$ cat config.mk
export PLATFORM = sky130hd
export DESIGN_NAME = multdiv_unit
export DESIGN_NICKNAME = d
export VERILOG_FILES = /design/src/rtl/multdiv_pkg.sv /design/src/rtl/multdiv_div_step.sv /design/src/rtl/multdiv_unit.sv
export SDC_FILE = /design/constraint.sdc
export NUM_CORES = 1
export LEC_CHECK = 0
export CAP_MARGIN = 5
export CORE_AREA = 2 2 306 157
export CTS_CLUSTER_SIZE = 40
export DETAILED_ROUTE_END_ITERATION = 12
export DIE_AREA = 0 0 308 159
export PLACE_DENSITY = 0.67
export SKIP_LAST_GASP = 1
export SLEW_MARGIN = 5
export SYNTH_ARGS = -nofsm -noshare
export SYNTH_HDL_FRONTEND = slang
export SYNTH_SLANG_ARGS = --single-unit
$ cat constraint.sdc
create_clock -name clock -period 14.6 [get_ports clock]
set_input_delay 2.92 -clock clock [delete_from_list [all_inputs] [get_ports clock]]
set_output_delay 2.92 -clock clock [all_outputs]
set_load 0.01 [all_outputs]
$ cat src/rtl/multdiv_pkg.sv
// multdiv_pkg: shared definitions for the multiply/divide unit.
//   WIDTH  operand/result width
//   NMUL   multiply iterations (16 with MULTDIV_BOOTH4_EN defined, else 32)
//   NDIV   divide iterations
//   state_e  controller states
package multdiv_pkg;

    localparam int unsigned WIDTH = 32;
    localparam int unsigned NDIV  = 32;
`ifdef MULTDIV_BOOTH4_EN
    localparam int unsigned NMUL  = 16;
`else
    localparam int unsigned NMUL  = 32;
`endif
    localparam int unsigned CNTW  = 6;

    typedef enum logic [1:0] {
        IDLE = 2'd0,
        MUL  = 2'd1,
        DIV  = 2'd2,
        DONE = 2'd3
    } state_e;

endpackage

$ cat src/rtl/multdiv_div_step.sv
// multdiv_div_step: one combinational restoring-division iteration on
// unsigned magnitudes.
//   rem_i     partial remainder (always < divisor_i for a nonzero divisor)
//   quo_i     dividend bits still to shift in (MSB first); quotient bits
//             enter at the LSB
//   divisor_i divisor magnitude
//   rem_o     updated partial remainder
//   quo_o     shifted dividend/quotient register
module multdiv_div_step
    import multdiv_pkg::*;
(
    input  logic [WIDTH-1:0] rem_i,
    input  logic [WIDTH-1:0] quo_i,
    input  logic [WIDTH-1:0] divisor_i,
    output logic [WIDTH-1:0] rem_o,
    output logic [WIDTH-1:0] quo_o
);

    logic [WIDTH:0] shifted;
    logic [WIDTH:0] diff;
    logic           qbit;

    // 33-bit trial subtract: bit WIDTH set means the trial went negative.
    assign shifted = {rem_i, quo_i[WIDTH-1]};
    assign diff    = shifted - {1'b0, divisor_i};
    assign qbit    = ~diff[WIDTH];
    assign rem_o   = qbit ? diff[WIDTH-1:0] : shifted[WIDTH-1:0];
    assign quo_o   = {quo_i[WIDTH-2:0], qbit};

endmodule

$ cat src/rtl/multdiv_unit.sv
// multdiv_unit: iterative signed 32-bit multiply (Booth) and divide.
//   clock           rising-edge clock
//   reset           asynchronous active-high reset
//   data_operandA   multiplicand / dividend (signed)
//   data_operandB   multiplier / divisor (signed)
//   ctrl_MULT       start multiply (priority over ctrl_DIV)
//   ctrl_DIV        start divide
//   data_result     product[31:0] or quotient, held until next start
//   data_exception  multiply overflow, divide-by-zero or MIN/-1
//   data_resultRDY  one-cycle result strobe
// Define MULTDIV_BOOTH4_EN for radix-4 Booth (16-cycle multiply);
// default is radix-2 Booth (32-cycle multiply).
module multdiv_unit
    import multdiv_pkg::*;
(
    input  logic             clock,
    input  logic             reset,
    input  logic [WIDTH-1:0] data_operandA,
    input  logic [WIDTH-1:0] data_operandB,
    input  logic             ctrl_MULT,
    input  logic             ctrl_DIV,
    output logic [WIDTH-1:0] data_result,
    output logic             data_exception,
    output logic             data_resultRDY
);

    state_e             state_q, state_d;
    logic [CNTW-1:0]    cnt_q, cnt_d;
    logic [2*WIDTH-1:0] mcand_q, mcand_d;
    logic [WIDTH:0]     mplier_q, mplier_d;
    logic [2*WIDTH-1:0] prod_q, prod_d;
    logic [WIDTH-1:0]   rem_q, rem_d;
    logic [WIDTH-1:0]   quo_q, quo_d;
    logic [WIDTH-1:0]   divisor_q, divisor_d;
    logic               sdiff_q, sdiff_d;
    logic               dz_q, dz_d;
    logic               dovf_q, dovf_d;
    logic [WIDTH-1:0]   result_q, result_d;
    logic               exc_q, exc_d;

    logic [2*WIDTH-1:0] booth_add;
    logic [2*WIDTH-1:0] prod_next;
    logic [WIDTH-1:0]   step_rem, step_quo;
    logic [WIDTH-1:0]   a_mag, b_mag;

    assign a_mag = data_operandA[WIDTH-1] ? -data_operandA : data_operandA;
    assign b_mag = data_operandB[WIDTH-1] ? -data_operandB : data_operandB;

    multdiv_div_step u_step (
        .rem_i     (rem_q),
        .quo_i     (quo_q),
        .divisor_i (divisor_q),
        .rem_o     (step_rem),
        .quo_o     (step_quo)
    );

    always_ff @(posedge clock or posedge reset) begin
        if (reset) begin
            state_q   <= IDLE;
            cnt_q     <= '0;
            mcand_q   <= '0;
            mplier_q  <= '0;
            prod_q    <= '0;
            rem_q     <= '0;
            quo_q     <= '0;
            divisor_q <= '0;
            sdiff_q   <= 1'b0;
            dz_q      <= 1'b0;
            dovf_q    <= 1'b0;
            result_q  <= '0;
            exc_q     <= 1'b0;
        end else begin
            state_q   <= state_d;
            cnt_q     <= cnt_d;
            mcand_q   <= mcand_d;
            mplier_q  <= mplier_d;
            prod_q    <= prod_d;
            rem_q     <= rem_d;
            quo_q     <= quo_d;
            divisor_q <= divisor_d;
            sdiff_q   <= sdiff_d;
            dz_q      <= dz_d;
            dovf_q    <= dovf_d;
            result_q  <= result_d;
            exc_q     <= exc_d;
        end
    end

    always_comb begin
        state_d   = state_q;
        cnt_d     = cnt_q;
        mcand_d   = mcand_q;
        mplier_d  = mplier_q;
        prod_d    = prod_q;
        rem_d     = rem_q;
        quo_d     = quo_q;
        divisor_d = divisor_q;
        sdiff_d   = sdiff_q;
        dz_d      = dz_q;
        dovf_d    = dovf_q;
        result_d  = result_q;
        exc_d     = exc_q;
        booth_add = '0;
        prod_next = prod_q;

        case (state_q)
            MUL: begin
                // Booth digit times the multiplicand already scaled by its
                // weight; mplier_q[0] holds the previously consumed bit.
`ifdef MULTDIV_BOOTH4_EN
                case (mplier_q[2:0])
                    3'b001, 3'b010: booth_add = mcand_q;
                    3'b011:         booth_add = mcand_q << 1;
                    3'b100:         booth_add = -(mcand_q << 1);
                    3'b101, 3'b110: booth_add = -mcand_q;
                    default:        booth_add = '0;
                endcase
                mcand_d  = mcand_q << 2;
                mplier_d = mplier_q >> 2;
`else
                case (mplier_q[1:0])
                    2'b01:   booth_add = mcand_q;
                    2'b10:   booth_add = -mcand_q;
                    default: booth_add = '0;
                endcase
                mcand_d  = mcand_q << 1;
                mplier_d = mplier_q >> 1;
`endif
                prod_next = prod_q + booth_add;
                prod_d    = prod_next;
                cnt_d     = cnt_q + 1'b1;
                if (cnt_q == CNTW'(NMUL - 1)) begin
                    state_d  = DONE;
                    cnt_d    = '0;
                    result_d = prod_next[WIDTH-1:0];
                    exc_d    = !((&prod_next[2*WIDTH-1:WIDTH-1]) ||
                                 (~|prod_next[2*WIDTH-1:WIDTH-1]));
                end
            end
            DIV: begin
                rem_d = step_rem;
                quo_d = step_quo;
                cnt_d = cnt_q + 1'b1;
                if (cnt_q == CNTW'(NDIV - 1)) begin
                    state_d  = DONE;
                    cnt_d    = '0;
                    result_d = dz_q ? '0 : (sdiff_q ? -step_quo : step_quo);
                    exc_d    = dz_q | dovf_q;
                end
            end
            DONE:    state_d = IDLE;
            default: ;
        endcase

        // A start in any state aborts the current operation.
        if (ctrl_MULT) begin
            state_d  = MUL;
            cnt_d    = '0;
            mcand_d  = {{WIDTH{data_operandA[WIDTH-1]}}, data_operandA};
            mplier_d = {data_operandB, 1'b0};
            prod_d   = '0;
        end else if (ctrl_DIV) begin
            state_d   = DIV;
            cnt_d     = '0;
            rem_d     = '0;
            quo_d     = a_mag;
            divisor_d = b_mag;
            sdiff_d   = data_operandA[WIDTH-1] ^ data_operandB[WIDTH-1];
            dz_d      = (data_operandB == '0);
            dovf_d    = (data_operandA == {1'b1, {(WIDTH-1){1'b0}}}) &&
                        (data_operandB == '1);
        end
    end

    assign data_result    = result_q;
    assign data_exception = exc_q;
    assign data_resultRDY = (state_q == DONE);

endmodule

==> impl_metrics.env <==
export IMPL_grt_overflow_total=0
export IMPL_setup_violations=0
export IMPL_htreeDepth=1
export IMPL_drc_errors=0
export IMPL_synthXorXnorAreaFrac=0.07942
export IMPL_drive_above_1_share=0.04368
export IMPL_hpwl_um=60930
export IMPL_grt_pass1_vias=19507
export IMPL_crit_arrival_ns=8.46
export IMPL_antenna_found_initial=0
export IMPL_nFillCells=4280
export IMPL_hold_violations=0
export IMPL_ys_warn_count=0
export IMPL_yosysMostFrequentCell="nand2_1"
export IMPL_dieWidth_um=308
export IMPL_initial_core_util=0.4960
export IMPL_clkTransAtPathRegs_ns=0.07
export IMPL_regArea_sq_um=7532
export IMPL_fmax_ghz=0.1255
export IMPL_synthSimpleGateAreaFrac=0.1995
export IMPL_core_area_sq_um=46240
export IMPL_cp_max_fo=6
export IMPL_row_count=56
export IMPL_ios=102
export IMPL_cts_buffers=31
export IMPL_cts_resized=0
export IMPL_total_leakage_power_uw=0.01068
export IMPL_ys_ff_latch=301
export IMPL_rsz0062_at_grt="false"
export IMPL_critPathKind="reg -> reg"
export IMPL_slew_headroom=0.2396
export IMPL_vdd_ir_drop_max_mv=0.08808
export IMPL_syn_num_nets=2988
export IMPL_fp_dieH_um=159
export IMPL_synth_edff_count=0
export IMPL_ys_top_cells_by_count="nand2_1 (315), dfrtp_1 (301), nor2_1 (296)"
export IMPL_startpoint_type="register"
export IMPL_synth_top_cell_area_share=0.3284
export IMPL_via_per_inst=6.414
export IMPL_grtUsageTotal=0.3223
export IMPL_avgSynthCellArea_sq_um=8.157
export IMPL_drv_cap=0
export IMPL_tightest_slew_ns=1.141
export IMPL_wl_um=80620
export IMPL_grt_pass1_wl_um=122300
export IMPL_portBuffers=101
export IMPL_outcome="complete, no violations"
export IMPL_area_growth_pct=10.62
export IMPL_post_route_min_period_ns=7.969
export IMPL_async_flop_share=1.000
export IMPL_grt_max_degree=156
export IMPL_multi_input_area_sq_um=14440
export IMPL_num_vias=21967
export IMPL_min_path_type="reg -> reg"
export IMPL_insertion_delay_ns=0.61
export IMPL_mappedNetlistArea_sq_um=22940
export IMPL_p_per_area_nw_per_um2=114.9
export IMPL_synth_compound_area_frac=0.2282
export IMPL_finalPower_uw=2916
export IMPL_cts_setup_buffers=0
export IMPL_drv_slew=0
export IMPL_tns_ns=0
export IMPL_gp_congestion=0.9617
export IMPL_avgRoutedWirePerCell_um=23.54
export IMPL_synth_top_family_by_area="compound AO/OA/AOI/OAI gates"
export IMPL_clock_sinks=301
export IMPL_end_kind="register"
export IMPL_finalCritPeriodShare=0.5458
export IMPL_yosys_cell_types_count=78
export IMPL_dieArea_sq_um=48970
export IMPL_n_antenna_cell=0
export IMPL_synthAdderAreaFrac=0.05956
export IMPL_syn_instance_count=2812
export IMPL_whs_ns=0.4843
export IMPL_root_buffer="clkbuf_16"
export IMPL_yosysTopAreaCell="dfrtp_1"
export IMPL_nets=2968
export IMPL_hold_buffers=0
export IMPL_ant_nets=0
export IMPL_drt_first_pass_iters=6
export IMPL_synth_mux_area_fraction=0.06027
export IMPL_cts_buffer_depth=3
export IMPL_required_ns=15.09
export IMPL_drtIter0Drc=2786
export IMPL_yosysSeqAreaShare=0.3284
export IMPL_fin_worst_skew_ns=0.02035
export IMPL_cts_tree="done"
export IMPL_synth_area_leaders="dfrtp_1 (33%), mux2i_1 (6.0%), ha_1 (5.8%)"
export IMPL_synth_flop_cell="dfrtp_1"
==> report_power, final <==
part,switching (uW),internal (uW),total [uW]
Sequential,124,926,1050
Combinational,634,364,998
Clock,368,500,868
==> critical path, cell delays in order, from the launching register on <==
cell and delay [ns]:
dfrtp_1 0.40, inv_1 0.11, ha_1 0.19, nor3b_1 0.48, nand4_1 0.33, or2_1 0.36
or4_1 0.46, or3_1 0.48, or4_1 0.45, xor2_1 0.16, a22oi_1 0.17, nor2_1 0.11
ha_1 0.24, a21oi_1 0.38, o22ai_1 0.18, o41ai_1 0.49, nand2_1 0.27, a31oi_1 0.50
xor2_1 0.17, or4_1 0.49, nor4_1 0.66, nand4b_1 0.16, or4_1 0.42, o211a_1 0.21
==> registers in the layout, summed over array words and instances, names as in the netlist, 6 cells and up <==
signal       cells
divisor_q       32
quo_q           32
data_result     32
prod_q          64
cnt_q            6
mplier_q        33
mcand_q         64
rem_q           32
==> routing by layer <==
| metal | GRT usage | part of all wire | vias to the layer above |
|---|---|---|---|
| li1 | - | - | 10106 |
| met1 | 0.5519 | 0.51 | 10674 |
| met2 | 0.3627 | 0.34 | 1134 |
| met3 | 0.1262 | 0.15 | 53 |
| met4 | 0.03614 | 0.0097 | 0 |
| met5 | 0 | 0 | - |
==> cell families (layout without fill, tap and decap cells) <==
family	after synthesis	after routing
compound gates	812	812
flops	301	301
simple gates	977	977
buf+inv	268	272
mux	138	138
xor+xnor	208	208
fa+ha+maj	108	108
==> final cells by class <==
class | count | share of cell area
clock buffers | 46 | 0.03595
clock inverters | 11 | 0.006262
inverters | 86 | 0.01302
multi-input cells | 2243 | 0.5692
flip-flops and latches | 301 | 0.2968
well taps | 609 | 0.03003
repair buffers | 129 | 0.04867
==> stage by stage <==
| step | worst slack [ns] | instances | utilization | cell area (sq um) |
|---|---|---|---|---|
| floorplan | 3.362 | 2812 | - | 22940 |
| global placement | 7.186 | 3368 | 0.5255 | 24300 |
| detailed placement | 6.957 | 3368 | 0.5255 | 24300 |
| CTS | 6.913 | 3425 | 0.5487 | 25370 |
| global route | 6.165 | 3425 | 0.5487 | 25370 |
| finish | 6.631 | 3425 | 0.5487 | 25370 |
==> final timing paths <==
kind	from	endpoint	slack [ns]	depth (start not counted)
min reg2reg	divisor_q[26]	divisor_q[26]	0.48	2
min in group asynchronous	reset	divisor_q[26]	2.81	2
max reg2reg	mcand_q[0]	data_exception	6.63	23
min	divisor_q[26]	divisor_q[26]	0.48	2
max	mcand_q[0]	data_exception	6.63	23
max in group asynchronous	reset	mplier_q[5]	10.15	3
==> placed cells by master (no fill, tap or decap), types with 22 or more instances in the layout <==
| cell type | synthesis | routed |
|---|---|---|
| ha_1 | 106 | 102 |
| o21a_1 | 25 | 25 |
| clkdlybuf4s50_1 | 0 | 100 |
| clkbuf_16 | 0 | 31 |
| buf_4 | 0 | 27 |
| nor2_1 | 296 | 296 |
| nor2b_1 | 58 | 56 |
| xor2_1 | 106 | 105 |
| o21ai_0 | 246 | 246 |
| o31ai_1 | 36 | 36 |
| mux2i_1 | 137 | 137 |
| a22oi_1 | 50 | 50 |
| or4_1 | 22 | 22 |
| nor3_1 | 55 | 55 |
| xnor2_1 | 102 | 102 |
| a31oi_1 | 25 | 25 |
| a21o_1 | 55 | 55 |
| dfrtp_1 | 301 | 301 |
| nor4_1 | 27 | 27 |
| a211oi_1 | 56 | 56 |
| nand4_1 | 41 | 41 |
| inv_1 | 86 | 84 |
| or3_1 | 44 | 44 |
| a21oi_1 | 160 | 160 |
| nand3_1 | 39 | 39 |
| nand2_1 | 315 | 315 |
(Power assumes the default switching activity.)
